==> src/rtl/game_pkg.sv <==
// Shared state codes and datapath widths for the game sequencer slice.
package game_pkg;
  localparam int SCORE_W = 16;
  localparam int LIVES_W = 3;
  localparam int DIV_W   = 4;

  typedef enum logic [2:0] {
    ST_IDLE      = 3'd0,
    ST_COUNTDOWN = 3'd1,
    ST_RUN       = 3'd2,
    ST_HIT       = 3'd3,
    ST_OVER      = 3'd4
  } state_t;
endpackage

==> src/rtl/bcd_counter_4d.sv <==
// Four-digit BCD up-counter that holds at 9999; clear takes priority over increment.
module bcd_counter_4d
  import game_pkg::*;
(
  input  logic               iClk,
  input  logic               iReset,
  input  logic               iClear,
  input  logic               iInc,
  output logic [SCORE_W-1:0] oValue
);

  function automatic logic [SCORE_W-1:0] bcdInc(input logic [SCORE_W-1:0] v);
    logic [SCORE_W-1:0] r;
    logic carry;
    r     = v;
    carry = 1'b1;
    if (v == 16'h9999) begin
      return v;
    end
    for (int d = 0; d < 4; d++) begin
      if (carry) begin
        if (v[d*4 +: 4] == 4'd9) begin
          r[d*4 +: 4] = 4'd0;
        end else begin
          r[d*4 +: 4] = v[d*4 +: 4] + 4'd1;
          carry = 1'b0;
        end
      end
    end
    return r;
  endfunction

  always_ff @(posedge iClk) begin
    if (iReset || iClear) begin
      oValue <= '0;
    end else if (iInc) begin
      oValue <= bcdInc(oValue);
    end
  end

endmodule

==> src/rtl/game_sequencer.sv <==
// Master game controller: phase FSM, lives, BCD score and score-driven step speedup.
module game_sequencer
  import game_pkg::*;
#(
  parameter int LIVES           = 3,
  parameter int COUNTDOWN_TICKS = 3,
  parameter int HIT_TICKS       = 4,
  parameter int START_DIV       = 4,
  parameter int MIN_DIV         = 1,
  parameter int SPEEDUP_POINTS  = 5
) (
  input  logic                iClk,
  input  logic                iReset,
  input  logic                iTick,
  input  logic                iStart,
  input  logic                iCollision,
  input  logic                iScorePulse,
  output logic                oEnableLFSR,
  output logic                oPintar,
  output logic                oResetPintar,
  output logic                oStep,
  output logic                oBlink,
  output logic                oGameOver,
  output logic [2:0]          oState,
  output logic [LIVES_W-1:0]  oLives,
  output logic [3:0]          oCountdown,
  output logic [SCORE_W-1:0]  oScore
);

  state_t             state;
  logic               startHist;
  logic [3:0]         countdown;
  logic [3:0]         hitCnt;
  logic [3:0]         pointsCnt;
  logic [LIVES_W-1:0] lives;
  logic [DIV_W-1:0]   divider;
  logic [DIV_W-1:0]   activeDiv;
  logic [DIV_W-1:0]   stepCnt;
  logic [DIV_W-1:0]   divNext;
  logic [2:0]         ctrl;
  logic               blink;
  logic               resetPintar;
  logic               step;
  logic               startEdge;
  logic               scoreClear;
  logic               scoreInc;
  logic               pointWrap;

  // {gameOver, enableLFSR, pintar} for the phase being entered
  function automatic logic [2:0] ctrlFor(input state_t s);
    case (s)
      ST_COUNTDOWN: return 3'b011;
      ST_RUN:       return 3'b011;
      ST_HIT:       return 3'b001;
      ST_OVER:      return 3'b101;
      default:      return 3'b000;
    endcase
  endfunction

  assign startEdge  = iStart & ~startHist;
  assign scoreClear = startEdge & ((state == ST_IDLE) | (state == ST_OVER));
  assign scoreInc   = (state == ST_RUN) & iScorePulse & ~iCollision;
  assign pointWrap  = scoreInc & (pointsCnt == 4'(SPEEDUP_POINTS - 1));
  assign divNext    = (pointWrap && divider > DIV_W'(MIN_DIV)) ? divider - DIV_W'(1) : divider;

  bcd_counter_4d scoreCounter (
    .iClk   (iClk),
    .iReset (iReset),
    .iClear (scoreClear),
    .iInc   (scoreInc),
    .oValue (oScore)
  );

  always_ff @(posedge iClk) begin
    if (iReset) begin
      state       <= ST_IDLE;
      startHist   <= 1'b1;
      countdown   <= '0;
      hitCnt      <= '0;
      pointsCnt   <= '0;
      lives       <= LIVES_W'(LIVES);
      divider     <= DIV_W'(START_DIV);
      activeDiv   <= DIV_W'(START_DIV);
      stepCnt     <= '0;
      blink       <= 1'b0;
      resetPintar <= 1'b0;
      step        <= 1'b0;
      ctrl        <= 3'b000;
    end else begin
      startHist   <= iStart;
      resetPintar <= 1'b0;
      step        <= 1'b0;
      divider     <= divNext;
      case (state)
        ST_IDLE, ST_OVER: begin
          if (startEdge) begin
            state       <= ST_COUNTDOWN;
            ctrl        <= ctrlFor(ST_COUNTDOWN);
            countdown   <= 4'(COUNTDOWN_TICKS);
            lives       <= LIVES_W'(LIVES);
            divider     <= DIV_W'(START_DIV);
            pointsCnt   <= '0;
            resetPintar <= 1'b1;
          end
        end
        ST_COUNTDOWN: begin
          if (iTick) begin
            countdown <= countdown - 4'd1;
            if (countdown == 4'd1) begin
              state     <= ST_RUN;
              ctrl      <= ctrlFor(ST_RUN);
              stepCnt   <= '0;
              activeDiv <= divider;
            end
          end
        end
        ST_RUN: begin
          // A collision pre-empts both the point and any step due this cycle
          if (iCollision) begin
            if (lives == LIVES_W'(1)) begin
              state <= ST_OVER;
              ctrl  <= ctrlFor(ST_OVER);
              lives <= '0;
            end else begin
              state  <= ST_HIT;
              ctrl   <= ctrlFor(ST_HIT);
              lives  <= lives - LIVES_W'(1);
              blink  <= 1'b1;
              hitCnt <= '0;
            end
          end else begin
            if (scoreInc) begin
              pointsCnt <= pointWrap ? 4'd0 : pointsCnt + 4'd1;
            end
            if (iTick) begin
              // The period only picks up a new divider when it restarts
              if (stepCnt == activeDiv - DIV_W'(1)) begin
                step      <= 1'b1;
                stepCnt   <= '0;
                activeDiv <= divNext;
              end else begin
                stepCnt <= stepCnt + DIV_W'(1);
              end
            end
          end
        end
        ST_HIT: begin
          if (iTick) begin
            if (hitCnt == 4'(HIT_TICKS - 1)) begin
              state       <= ST_COUNTDOWN;
              ctrl        <= ctrlFor(ST_COUNTDOWN);
              countdown   <= 4'(COUNTDOWN_TICKS);
              blink       <= 1'b0;
              resetPintar <= 1'b1;
            end else begin
              hitCnt <= hitCnt + 4'd1;
              blink  <= ~blink;
            end
          end
        end
        default: begin
          state <= ST_IDLE;
          ctrl  <= ctrlFor(ST_IDLE);
          blink <= 1'b0;
        end
      endcase
    end
  end

  assign oState       = state;
  assign oLives       = lives;
  assign oCountdown   = countdown;
  assign oBlink       = blink;
  assign oResetPintar = resetPintar;
  assign oStep        = step;
  assign oGameOver    = ctrl[2];
  assign oEnableLFSR  = ctrl[1];
  assign oPintar      = ctrl[0];

endmodule
==> config.mk <==
export PLATFORM = sky130hd
export DESIGN_NAME = game_sequencer
export DESIGN_NICKNAME = d
export VERILOG_FILES = /design/src/rtl/game_pkg.sv /design/src/rtl/bcd_counter_4d.sv /design/src/rtl/game_sequencer.sv
export SDC_FILE = /design/constraint.sdc
export NUM_CORES = 1
export LEC_CHECK = 0
export ABC_AREA = 1
export CAP_MARGIN = 5
export CORE_MARGIN = 10
export CORE_UTILIZATION = 46
export CTS_BUF_LIST = sky130_fd_sc_hd__clkbuf_2
export DETAILED_ROUTE_END_ITERATION = 8
export PLACE_DENSITY = 0.71
export SLEW_MARGIN = 20
export SYNTH_ARGS = -nofsm -noshare
export SYNTH_HDL_FRONTEND = slang
export SYNTH_SLANG_ARGS = --single-unit
==> constraint.sdc <==
create_clock -name iClk -period 1.8 [get_ports iClk]
set_clock_uncertainty 0.2 [all_clocks]
set_input_delay 0.36 -clock iClk [delete_from_list [all_inputs] [get_ports iClk]]
set_output_delay 0.36 -clock iClk [all_outputs]
set_load 0.05 [all_outputs]
Word-level counts from Yosys, hierarchy flattened
Cells that the tools add are included.
{"block": "classes", "muxes": 84, "reduce_logical": 25, "addsub": 11, "n_lt_le_gt_ge": 1, "bitwise": 12, "eq_ne": 27}
{"cell": "4-bit 2-to-1 mux", "n": 32}
{"cell": "3-bit 2-to-1 mux", "n": 16}
{"cell": "4-bit one-hot mux with 2 select lines", "n": 4}
{"cell": "4-bit by 1-bit adder with 4-bit output, second input constant", "n": 7}
{"cell": "1-bit 2-to-1 mux", "n": 25}
{"cell": "2-bit inequality test, second input constant", "n": 12}
{"cell": "3-bit one-hot mux with 4 select lines", "n": 2}
{"cell": "16-bit equality test, second input constant", "n": 1}
{"cell": "4-bit equality test, second input constant", "n": 4}
{"cell": "16-bit 2-to-1 mux", "n": 1}
{"cell": "5-bit AND reduction", "n": 3}
{"cell": "4-bit one-hot mux with 3 select lines", "n": 1}
{"cell": "3-bit AND reduction", "n": 4}
{"cell": "6-bit AND reduction", "n": 2}
{"cell": "2-bit nonzero test", "n": 6}
{"cell": "4-bit by 1-bit subtractor with 4-bit output, second input constant", "n": 3}
{"cell": "4-bit AND reduction", "n": 2}
{"cell": "3-bit by 1-bit equality test with 1-bit output, second input constant", "n": 2}
{"cell": "3-bit by 2-bit equality test with 1-bit output, second input constant", "n": 2}
{"cell": "1-bit NOT", "n": 6}
{"cell": "3-bit one-hot mux with 2 select lines", "n": 1}
{"cell": "1-bit AND", "n": 5}
{"cell": "4-bit by 1-bit equality test with 1-bit output, second input constant", "n": 1}
{"cell": "4-bit by 2-bit equality test with 1-bit output, second input constant", "n": 1}
{"cell": "17 further kinds", "n": 17}
{"block": "word_totals", "output_inout_bits": 32, "ff_bits": 53, "in_bits": 6}

Logic depth before layout (Yosys ltp)
Gate-level depths: netlist of the first run.
{"block": "logic_depth", "ltp_word": 18, "mapped_depth": 13, "ltp_nobuf": 13}

Hierarchy
Synthesis of the first run repeated with hierarchy kept, for this count alone.
{"block": "hier_totals", "cells_unflattened": 460, "hier_area_um2": 3113.0}
{"module": "game_sequencer", "instances": 1, "area_each_um2": 2139.6, "cells_per_inst": 310, "seq_area_each_um2": 720.7}
{"module": "bcd_counter_4d", "instances": 1, "area_each_um2": 973.4, "cells_per_inst": 150, "seq_area_each_um2": 320.3}

Worst setup path after synthesis of the first run
No wires, ideal clock.
{"block": "synth_path", "kind": "reg2reg", "from": "register scoreCounter.oValue[4]", "to": "register scoreCounter.oValue[12]", "stages_incl_launch_ff": 10, "t_arrival_ps": 1792, "setup_slack_ps": -324, "t_required_ps": 1468, "n_path_buf": 0, "setup_ps": 132, "synth_period_minus_slack_ps": 2124, "cell_sequence": "dfxtp_1 > inv_1 > nor2_1 > nand3_1 > nor2_1 > nand2_1 > a21oi_1 > nand2_1 > nand2_1 > a21oi_1"}
{"block": "synth_via", "elab_chain_len": 12, "elab_cells_between_ends": 17, "cone_classes": "eq/ne (3); mux (12); reduce/logical (2)"}
{"element": "start, declared", "line_no": "bcd_counter_4d.sv:9", "text": "output logic [SCORE_W-1:0] oValue"}
{"element": "start signal, assigned", "line_no": "bcd_counter_4d.sv:37", "text": "oValue <= bcdInc(oValue);"}
{"element": "4-bit equality test", "line_no": "bcd_counter_4d.sv:22", "text": "if (v[d*4 +: 4] == 4'd9) begin"}
{"element": "1-bit 2-to-1 mux", "line_no": "bcd_counter_4d.sv:22"}
{"element": "1-bit 2-to-1 mux", "line_no": "bcd_counter_4d.sv:21", "text": "if (carry) begin"}
{"element": "1-bit 2-to-1 mux", "line_no": "bcd_counter_4d.sv:20", "text": "for (int d = 0; d < 4; d++) begin"}
{"element": "1-bit 2-to-1 mux", "line_no": "bcd_counter_4d.sv:36", "text": "end else if (iInc) begin"}
{"element": "1-bit 2-to-1 mux", "line_no": "bcd_counter_4d.sv:34", "text": "if (iReset || iClear) begin"}
{"element": "1-bit 2-to-1 mux", "line_no": "bcd_counter_4d.sv:21"}
{"element": "1-bit 2-to-1 mux", "line_no": "bcd_counter_4d.sv:20"}
{"element": "1-bit 2-to-1 mux", "line_no": "bcd_counter_4d.sv:36"}
{"element": "1-bit 2-to-1 mux", "line_no": "bcd_counter_4d.sv:34"}
{"element": "2-bit nonzero test (no source line)"}
{"element": "3-bit AND reduction (no source line) *"}
Mark *: on every way between the ends. The rest lies on a longest branch, timed or not. The select of a mux whose other input is x is not followed.
A chain may end at the register's enable or synchronous reset.

Worst setup path after layout of the first run
{"block": "layout_path", "from": "register scoreCounter.oValue[10]", "to": "register scoreCounter.oValue[6]"}
{"block": "layout_via", "elab_chain_len": 6, "elab_cells_between_ends": 7, "cone_classes": "eq/ne (2); mux (3); reduce/logical (2)"}
{"element": "16-bit equality test *", "line_no": "bcd_counter_4d.sv:17", "text": "if (v == 16'h9999) begin"}
{"element": "1-bit 2-to-1 mux", "line_no": "bcd_counter_4d.sv:17"}
{"element": "1-bit 2-to-1 mux", "line_no": "bcd_counter_4d.sv:36"}
{"element": "1-bit 2-to-1 mux", "line_no": "bcd_counter_4d.sv:34"}
{"element": "2-bit inequality test (no source line) / 2-bit nonzero test (equally long branches)"}
{"element": "3-bit AND reduction (no source line) *"}
Marked as above.

==> results.ini, run 1 <==
[yosys]
synth-main-ff-cell = dfxtp_1
ys_async_sr_fraction_pct = 0
synth_top_cell_by_area = dfxtp_1
synth_edf_count = 0
postSynthAreaPerCell_um2 = 6.75
yosysUniqueCellTypes = 26
synth-seq-cells = 53
syn-num-nets = 428
netlist_instances = 411
yosysMostFrequentCell = nand2_1
ys_seq_area_share_pct = 38.2
netlist_area_mm2 = 0.00277
yosys_warnings = 0
synth_common_cells = nand2_1, dfxtp_1, inv_1, a21oi_1, nor2_1
synth_top_cell_area_share_pct = 38.2
ys_top_cells_by_area = dfxtp_1, nand2_1, a21oi_1

[power]
finalPower_mw = 2.29
net-switching-power_uw = 732
p_per_area_mw_per_mm2 = 547
leakage_nw = 1.69
p_int_mw = 1.56
p_comb_share_pct = 24.8
seq_power_share_pct = 54.8
clock_power_share_pct = 20.3
peakVddDrop_v = 0.000582
swShare_pct = 31.9

[clock_network]
clock_latency_ns = 0.45
cts.sinks = 53
clock_path_buffers = 2
cts_htree_levels = 2
numCtsBuffers = 5
root_buffer = clkbuf_2
tritoncts = done
clk_pin_slew_worst_paths_ns = 0.26
hold_buffers = 0

[sta]
slew_headroom_pct = 77.0
period_share_pct = 98.5
setup_violations = 0
post-route-min-period_ns = 1.77
worst_slew_pin_slew_ns = 0.341
finalMaxSlewViolations = 0
hold_violations = 0
holdWs_ns = 0.269
rsz0062_at_grt = yes
fin_ws_ns = 0.0275
fmax_mhz = 564

[setup_path]
critical_path.startpoint = scoreCounter.oValue[10]$_SDFFE_PP0P_
worstPathRequired_ns = 1.99
timing.critical_path.from_type = register
crit_path_end_kind = register
reg2reg_from = scoreCounter.oValue[10]$_SDFFE_PP0P_
cp_max_fo = 5
cp.arrival_ns = 1.96
worst-setup-path-type = reg -> reg

[global_routing]
grt_max_degree = 18
grt_pass1_vias = 2853
overflow = 0
grt_usage_pct = 14.7
antenna_found_initial = 0
grt_pass1_wl_um = 12300

[flow_run]
max_cap_violations = 0

[floorplanning]
die-height_um = 97.7
rows = 28
num_io_pins = 38
core_mm2 = 0.00589
die_w_um = 97.7
dieArea_mm2 = 0.00954
start_util_pct = 47.1

[placed_design]
dp_slack_ns = -0.246
port_buffers = 37
routabilityCongestion = 0.836
dp_hpwl_um = 5430

[routing]
wl_um = 7280
detail_route.wl_per_cell_um = 12.5
dr.pass1.iters = 4
vias = 2951
drc = 0
via_per_inst = 5.07
final_antenna_net_count = 0
drt_iter0_markers = 120

[worst_hold_path]
hp-start = hitCnt[0]$_SDFFE_PP0P_
hold_path_class = reg -> reg

[finish]
diodes = 0
layout.nets = 523
areaGrowthSynthToFinish_pct = 51.2
drive_gt1_share_pct = 36.9

[run_status]
status = finished clean

[cells in the final DEF (no fill, tap or decap), types with 6 or more instances in the layout]
cell type  synthesis  routed
a21oi_1           40      32
a21oi_2            0       8
buf_12             0      27
buf_4              0      55
clkbuf_2           0       7
dfxtp_1           53      23
dfxtp_2            0      25
ha_1              11       7
inv_1             52      45
inv_2              9      12
nand2_1           96      84
nand2_2            0      10
nand3_1           34      29
nand4_1            7       7
nor2_1            37      28
nor2_2             2       7
nor3_1            14      13
o21ai_0           20      18
o21ai_1            6       6
[worst max-delay path, stage by stage, from the launching register on]
cell and delay, ns:
dfxtp_2 0.40, inv_1 0.09, nand2_1 0.10, nor2_2 0.18, nand2_2 0.09, inv_2 0.07, nand2_1 0.07, nand2_2 0.09
nor2_1 0.04, buf_4 0.15, inv_4 0.07, nand2_1 0.05, a21oi_1 0.12
[flip-flops by register name (all words and copies together), names as in the netlist, 3 cells and up]
register	count
scoreCounter.oValue	16
stepCnt	4
oCountdown	4
oLives	3
hitCnt	4
pointsCnt	4
ctrl	3
activeDiv	4
oState	3
divider	4
[what timing repair did]
action,in CTS,in global routing
gates resized for setup,11,64
hold endpoints to repair,0,0
setup endpoints to repair,22,47
gates cloned,0,0
setup buffers,1,9
pin swaps,1,21
[power groups by stage]
stage	Combinational (mW)	Clock [mW]	Sequential [mW]
after floorplan	0.194	0	1.37
after global placement	0.524	0	1.28
after detailed placement	0.532	0	1.28
after CTS	0.540	0.482	1.26
after global routing	0.619	0.524	1.26
final	0.569	0.467	1.26
[cells by family (layout without fill, tap and decap cells)]
logic type	after synthesis	count (layout)	share of synthesized area, %
fa+ha+maj	11	11	4.96
simple gates	200	200	31.4
buf+inv	65	161	8.80
compound gates	72	72	13.4
flops	53	53	38.2
xor+xnor	10	10	3.16
[area by class of cell]
class | instances | area (µm²)
Inverter | 62 | 243
Clock buffer | 7 | 35.0
Clock inverter | 1 | 3.75
Timing Repair Buffer | 91 | 1050
Tap cell | 75 | 93.8
Fill cell | 465 | 1690
Sequential cell | 53 | 1110
Multi-Input combinational cell | 293 | 1660
[stage by stage]
step	instances	instance area [µm²]	util, %	setup TNS, ns
floorplan	411	2820	-	-0.0755
finish	582	4190	71.3	0
global placement	564	3860	65.6	-5.79
CTS	573	3930	66.8	0
global route	582	4190	71.3	-0.385
detailed placement	564	3860	65.6	-7.24
[worst paths after layout]
kind                                               to  slack (ns)  depth (start not counted)
hold reg to reg                hitCnt[0]$_SDFFE_PP0P_        0.27                          1
setup reg to reg  scoreCounter.oValue[6]$_SDFFE_PP0P_        0.03                         12
setup / recovery  scoreCounter.oValue[6]$_SDFFE_PP0P_        0.03                         12
hold / removal                 hitCnt[0]$_SDFFE_PP0P_        0.27                          1
[routing by layer]
metal / routed length (µm) / GRT usage [%] / part of all wire (%)
met4: 89 / 4.81 / 1.2
met5: 0 / 0 / 0
met1: 3200 / 16.5 / 44
met2: 3580 / 25.4 / 49
met3: 415 / 4.69 / 5.7
Note: power is estimated with default switching activity, not from simulation.
==> run 2: changes to the inputs <==
Settings changed: CTS_BUF_LIST sky130_fd_sc_hd__clkbuf_2 to sky130_fd_sc_hd__clkbuf_8.
==> run 2 against run 1 <==
  * Non-clock buffer count down 7
  * Cell count down 1.2%
  * Sequential share of layout area up 0.27 points
  * Die area unchanged
  * Core utilization down 1.1 points
  * Global-route usage down 0.19 points
  * Critical path type unchanged
  * Critical endpoint is now activeDiv[3]$_SDFFE_PP0P_
  * Largest cell class unchanged
  * Highest routed layer unchanged
==> results.ini, run 2 (same netlist as run 1, synthesis figures left out) <==
[power]
clock_power_share_pct = 27.5
net-switching-power_uw = 745
swShare_pct = 29.9
p_per_area_mw_per_mm2 = 604
leakage_nw = 1.68
p_comb_share_pct = 22.3
p_int_mw = 1.75
peakVddDrop_v = 0.000640
seq_power_share_pct = 50.2

[routing]
drt_iter0_markers = 92
wl_um = 7280
vias = 2918
final_antenna_net_count = 0
detail_route.wl_per_cell_um = 12.7
dr.pass1.iters = 4
via_per_inst = 5.07
drc = 0

[placed_design]
placed_area_mm2 = 0.00386
port_buffers = 37
dp_hpwl_um = 5430
routabilityCongestion = 0.836

[clock_network]
cts.sinks = 53
numCtsBuffers = 5
clock_path_buffers = 2
clk_pin_slew_worst_paths_ns = 0.09
root_buffer = clkbuf_8
clock_latency_ns = 0.31
tritoncts = done
cts_htree_levels = 2

[finish]
largest_reg_flops = 16
areaGrowthSynthToFinish_pct = 48.8
design_area_mm2 = 0.00413
layout_commonest_cell = nand2_1
drive_gt1_share_pct = 32.2
n_fill_cell = 460
layout.nets = 516
largest-register = scoreCounter.oValue
layout_common_cells = nand2_1, buf_4, inv_1
diodes = 0
regArea_mm2 = 0.00110
multi_input_area_mm2 = 0.00162

[setup_path]
crit_chain = inv_2 -> ha_4 -> xnor2_1 -> nor2_1 -> nand3_2 -> nand2_4 -> nand2_4 -> nand2_1 -> nand2_1 -> nor2_1
slowest_delay_ns = 0.34
crit_cells = 10
cp_max_fo = 5
r2r_cells = 10
cp_top_family = simple AND/OR/NAND/NOR gates
cp.arrival_ns = 1.79
crit_path_end_kind = register
crit_slowest_cell = dfxtp_2
timing.critical_path.from_type = register
worstPathRequired_ns = 1.85
worst-setup-path-type = reg -> reg
path_buf_inv = 1

[sta]
slew_headroom_pct = 76.6
finalMaxSlewViolations = 0
fmax_mhz = 575
rsz0062_at_grt = yes
hold_violations = 0
post-route-min-period_ns = 1.74
period_share_pct = 96.5
worst_slew_pin_slew_ns = 0.349
setup_violations = 0
fin_tns_setup_ns = 0

[global_routing]
antenna_found_initial = 0
grt_max_degree = 18
overflow = 0
grt_pass1_wl_um = 12200
grt_usage_pct = 14.5
grt_pass1_vias = 2839

[floorplanning]
die_w_um = 97.7
dieArea_mm2 = 0.00954
num_io_pins = 38
die-height_um = 97.7
start_util_pct = 47.1
core_mm2 = 0.00589
rows = 28

[run_status]
status = finished clean

[worst_hold_path]
hold_depth = 1
hold_path_class = reg -> reg

[flow_run]
max_cap_violations = 0

[run 2: changes by cell type in the layout (fill, tap and decap cells not counted), sizes merged]
| cell | change |
|---|---|
| clkinv | -1 |
| buf | -7 |
| inv | +2 |
| clkbuf | -1 |
[run 2: path summary, 6_finish.rpt]
kind              slack, ns                 startpoint                   endpoint
hold / removal         0.26     hitCnt[0]$_SDFFE_PP0P_     hitCnt[0]$_SDFFE_PP0P_
hold reg to reg        0.26     hitCnt[0]$_SDFFE_PP0P_     hitCnt[0]$_SDFFE_PP0P_
setup / recovery       0.06  activeDiv[1]$_SDFFE_PP0P_  activeDiv[3]$_SDFFE_PP0P_
setup reg to reg       0.06  activeDiv[1]$_SDFFE_PP0P_  activeDiv[3]$_SDFFE_PP0P_
[run 2: per-stage QoR]
step           std cells  hold WS (ns)  power (mW)  util, %  setup WS [ns]
5_1_grt              575         0.275        2.60     70.1        -0.0646
2_1_floorplan        411         0.247        1.56        -        -0.0194
4_1_cts              572         0.287        2.48     67.3        0.00917
6_report             575         0.255        2.49     70.1         0.0621
3_5_place_dp         564         0.271        1.81     65.6         -0.246
3_3_place_gp         564         0.258        1.80     65.6         -0.214
[run 2: layout make-up]
class | instances | share of cell area, %
Clock inverter | 2 | 0.182
Timing Repair Buffer | 84 | 23.9
Multi-Input combinational cell | 293 | 39.2
Inverter | 62 | 5.70
Tap cell | 75 | 2.27
Clock buffer | 6 | 2.00
Sequential cell | 53 | 26.8
[run 2: per-layer routing]
layer  vias up  GRT usage [%]  routed length (µm)
met2        63           25.1                3570
met1      1336           16.6                3190
li1       1511              -                   -
met3         8           4.27                 426
met5         -              0                   0
met4         0           4.59                  93
[run 2: worst reg2reg max path, stage by stage, from the launching register on]
cell,delay [ns]
dfxtp_2,0.34
inv_2,0.05
ha_4,0.23
xnor2_1,0.12
nor2_1,0.15
nand3_2,0.15
nand2_4,0.13
nand2_4,0.07
nand2_1,0.07
nand2_1,0.05
nor2_1,0.12
[run 2: what timing repair did]
item	4_1_cts	5_1_grt
hold buffers	0	0
pin swaps	1	13
gates resized for setup	7	43
setup endpoints to repair	15	43
setup buffers	0	3
[run 2: power groups by stage]
stage	registers, mW	logic, mW	clock network, mW
6_report	1.25	0.555	0.685
5_1_grt	1.26	0.605	0.734
4_1_cts	1.25	0.537	0.696
3_5_place_dp	1.28	0.532	0
3_3_place_gp	1.28	0.524	0
2_1_floorplan	1.37	0.194	0
